**src/rtl/score_collector_10.sv**
```systemverilog
// Gathers ten output-layer accumulators, requantizes each to an unsigned 8-bit score
// (ReLU + saturate), and holds the packed 80-bit frame until the argmax stage acks it.
module score_collector_10 #(
    parameter int ACC_W = 20,
    parameter int SHIFT = 8
) (
    input  logic                    clk,
    input  logic                    rst_n,
    input  logic signed [ACC_W-1:0] iAcc,
    input  logic                    iValid,
    output logic                    oReady,
    input  logic                    iClear,
    output logic [79:0]             data_out,
    output logic                    oValid,
    input  logic                    iAck,
    output logic                    oSat
);

    localparam logic [0:0] COLLECT = 1'b0;
    localparam logic [0:0] FULL    = 1'b1;

    logic [0:0]              state_reg;
    logic [3:0]              cnt_reg;
    logic                    sat_reg;
    logic [79:0]             data_reg;

    logic signed [ACC_W-1:0] shifted;
    logic                    is_neg;
    logic                    is_big;
    logic [7:0]              score;
    logic                    take;
    logic [9:0]              slot_we;

    assign shifted = iAcc >>> SHIFT;
    assign is_neg  = shifted[ACC_W-1];
    // Anything above bit 7 (excluding the sign) means the value exceeds 255.
    assign is_big  = !is_neg && (|shifted[ACC_W-2:8]);
    assign score   = is_neg ? 8'h00 : (is_big ? 8'hFF : shifted[7:0]);

    assign oReady = (state_reg == COLLECT);
    assign oValid = (state_reg == FULL);
    // A clear in the same cycle wins, so the presented beat is dropped.
    assign take   = iValid && (state_reg == COLLECT) && !iClear;

    genvar gi;
    generate
        for (gi = 0; gi < 10; gi++) begin : g_we
            assign slot_we[gi] = take && (cnt_reg == 4'(gi));
        end
    endgenerate

    always_ff @(posedge clk or negedge rst_n) begin
        if (!rst_n) begin
            state_reg <= COLLECT;
            cnt_reg   <= 4'd0;
            sat_reg   <= 1'b0;
        end else if (iClear) begin
            state_reg <= COLLECT;
            cnt_reg   <= 4'd0;
            sat_reg   <= 1'b0;
        end else begin
            case (state_reg)
                COLLECT: begin
                    if (iValid) begin
                        if (is_big) begin
                            sat_reg <= 1'b1;
                        end
                        if (cnt_reg == 4'd9) begin
                            cnt_reg   <= 4'd0;
                            state_reg <= FULL;
                        end else begin
                            cnt_reg <= cnt_reg + 4'd1;
                        end
                    end
                end
                default: begin
                    if (iAck) begin
                        state_reg <= COLLECT;
                        sat_reg   <= 1'b0;
                    end
                end
            endcase
        end
    end

    // Slots are never zeroed by ack or clear; only reset or a new beat changes them.
    always_ff @(posedge clk or negedge rst_n) begin
        if (!rst_n) begin
            data_reg <= 80'h0;
        end else begin
            for (int i = 0; i < 10; i++) begin
                if (slot_we[i]) begin
                    data_reg[8*i +: 8] <= score;
                end
            end
        end
    end

    assign data_out = data_reg;
    assign oSat     = sat_reg;

endmodule

```
**config.mk**
```make
export PLATFORM = sky130hd
export DESIGN_NAME = score_collector_10
export DESIGN_NICKNAME = d
export VERILOG_FILES = /design/src/rtl/score_collector_10.sv
export SDC_FILE = /design/constraint.sdc
export NUM_CORES = 1
export LEC_CHECK = 0
export ABC_AREA = 1
export CAP_MARGIN = 10
export CORE_AREA = 2 2 78 95
export CTS_CLUSTER_DIAMETER = 80
export DETAILED_ROUTE_END_ITERATION = 10
export DIE_AREA = 0 0 80 97
export PLACE_DENSITY = 0.83
export SETUP_SLACK_MARGIN = 0.1
export SLEW_MARGIN = 30
export SYNTH_ARGS = -nofsm -noshare
export SYNTH_HDL_FRONTEND = slang
export SYNTH_SLANG_ARGS = --single-unit
```
**constraint.sdc**
```tcl
create_clock -name clk -period 2.25 [get_ports clk]
set_input_delay 0.225 -clock clk [delete_from_list [all_inputs] [get_ports clk]]
set_output_delay 0.225 -clock clk [all_outputs]
set_load 0.05 [all_outputs]
```
==> flow_summary.ini <==
[place]
place_inst = 512
dp_hpwl_um = 5510
place_ws_ps = 367
globalplace.congestion = 0.876
io_buffers = 99

[power_and_ir_drop]
p_seq_share_pct = 38.4
peakVddDrop_v = 0.000775
power.density_mw_per_mm2 = 1190
pwr-share-clk_pct = 17.9
power_frac_comb_pct = 43.8
p_sw_share_pct = 43.3
netSwitchingPower_mw = 2.37
p_int_mw = 3.10
p_leak_nw = 2.06

[cts]
worstSkewPairLatency_ps = 340
cts_tree = yes
path_clk_slew_ps = 80
clock-sinks = 86
post_cts_resized = 0
htree_levels = 3
root_buffer = clkbuf_8
cts_max_path_buffers = 2
cts_buffers = 9

[global_routing]
grtUsageTotal_pct = 21.7
grt_pass1_vias = 2527
grt_busiest_layer = met2
antenna_found_initial = 0
grtUsageMet1_pct = 29.4
grt_util_met2_pct = 34.4
grt_pass1_wl_um = 12800
grt_overflow = 0
grt_max_degree = 51
grtUsageMet3_pct = 4.20

[floorplan]
die_h_um = 97
dieArea_mm2 = 0.00776
die_w_um = 80
rows = 33
io-pin-count = 108
start_util_pct = 48.6
fp.coreArea_mm2 = 0.00677

[final_layout]
layout.nets = 462
drive_above_1_share_pct = 9.73
largest_register_ffs = 80
syn2layout_area_growth_pct = 39.3
antenna-diode-count = 0
post_layout_nonfiller_instances = 529

[setup_path]
critPathRequiredTime_ps = 2030
cp.arrival_ps = 1690
worst_setup_path_start_kind = flip-flop
endpoint_kind = output pin
reg2reg_slack_ps = 590
critPathMaxFanout = 5
critPathKind = reg -> out

[timing]
fin_setup_tns_ps = 0
whs_ps = 441
fin_crit_sh_pct = 85.1
fin_ws_ps = 335
final_hold_viol_count = 0
fin_skew_ps = 8.29
worst_pin_slew_ps = 625
setup_viol = 0
rsz0062_at_grt = no
final-max-slew-violation-count = 0
fmax_ghz = 0.522
slew_headroom_pct = 58.4
min_period_ps = 1920

[yosys]
syn_nets = 351
synth_area_mm2 = 0.00329
netlist_instances = 326
synth_seq_area_share_pct = 65.4
synth_warnings = 0
synth.avg_cell_area_um2 = 10.1
synth_cell_types = 19
synth_seq_cells = 86

[route]
firstDrtPassIters = 4
wirelength_um = 7900
ant_nets = 0
vias = 2631
via_per_inst = 4.97
drtIter0Drc = 172
remaining_drc_errors = 0
routedWlPerCell_um = 14.9

[job]
maxCapViolCount = 0

[min_path]
hp-class = in -> async

[outcome]
status = complete, no violations
[layout make-up]
cell class	count	area [um^2]
timing repair buffer	110	1090
multi-input combinational	220	1010
tap	87	109
clock buffer	12	155
inverter	10	37.5
sequential	86	2150
fill	543	2190
clock inverter	4	31.3
[kinds of logic after synthesis]
logic type	after synthesis	synth area share, %
AO/OA/AOI/OAI	94	14.8
buffers and inverters	20	3.84
flip-flops	86	65.4
AND/OR/NAND/NOR	126	15.9
[cell usage after synthesis (all sizes together)]
master	count	area [um^2]
inv	10	37.5
nand3	5	30.0
nand2	104	410
a21oi	2	10.0
nor2	17	83.8
o22ai	2	12.5
o21ai	90	465
buf	10	88.8
dfrtp	86	2150
[worst max-delay path, cell delays in order, from the launching register on]
cell	delay [ps]
dfrtp_1	450
inv_2	100
clkdlybuf4s50_1	800
[layer usage]
metal	wire length (um)	vias to the layer above
met1	3330	1248
met2	4070	77
met5	0	-
met4	153	0
met3	349	10
li1	-	1296
[worst paths after layout]
path	start	endpoint	cells after the start
max in group asynchronous	rst_n	data_out[45]$_DFFE_PN0P_	3
worst max register to register	oValid$_DFF_PN0_	data_out[55]$_DFFE_PN0P_	6
worst min register to register	data_out[38]$_DFFE_PN0P_	data_out[38]$_DFFE_PN0P_	2
worst max-delay path	oValid$_DFF_PN0_	oReady	2
min in group clk	data_out[38]$_DFFE_PN0P_	data_out[38]$_DFFE_PN0P_	2
worst min-delay path	rst_n	data_out[58]$_DFFE_PN0P_	2
[through the flow]
step	power (mW)	utilization (%)	cell area [um^2]
after detailed placement	4.53	64.8	4390
after floorplan	3.65	-	3290
after global routing	5.73	67.7	4580
after global placement	4.48	64.8	4390
final	5.47	67.7	4580
after CTS	5.51	67.7	4580
[what timing repair did]
action	in CTS	in global routing
hold buffers	1	0
hold endpoints to repair	49	0
buffers inserted	0	0
[layout by cell type, fill, tap and decap left out]
master,instances
a21oi_1,2
buf_12,1
buf_4,10
clkbuf_1,1
clkbuf_8,11
clkdlybuf4s50_1,98
clkinv_4,1
clkinvlp_4,3
dfrtp_1,86
dlygate4sd3_1,1
inv_1,8
inv_2,2
nand2_1,98
nand2_2,5
nand2_4,1
nand3_1,4
nand3_2,1
nor2_1,13
nor2_2,2
nor2_4,2
o21ai_0,69
o21ai_1,17
o21ai_2,4
o22ai_1,2
[power groups by stage]
stage,combinational (mW),sequential [mW],clock (mW)
final,2.39,2.10,0.978
after global routing,2.52,2.13,1.07
after CTS,2.41,2.10,1.00
after detailed placement,2.41,2.12,0
after global placement,2.37,2.11,0
after floorplan,0.376,3.27,0
Power figures use the tool's default switching activity.
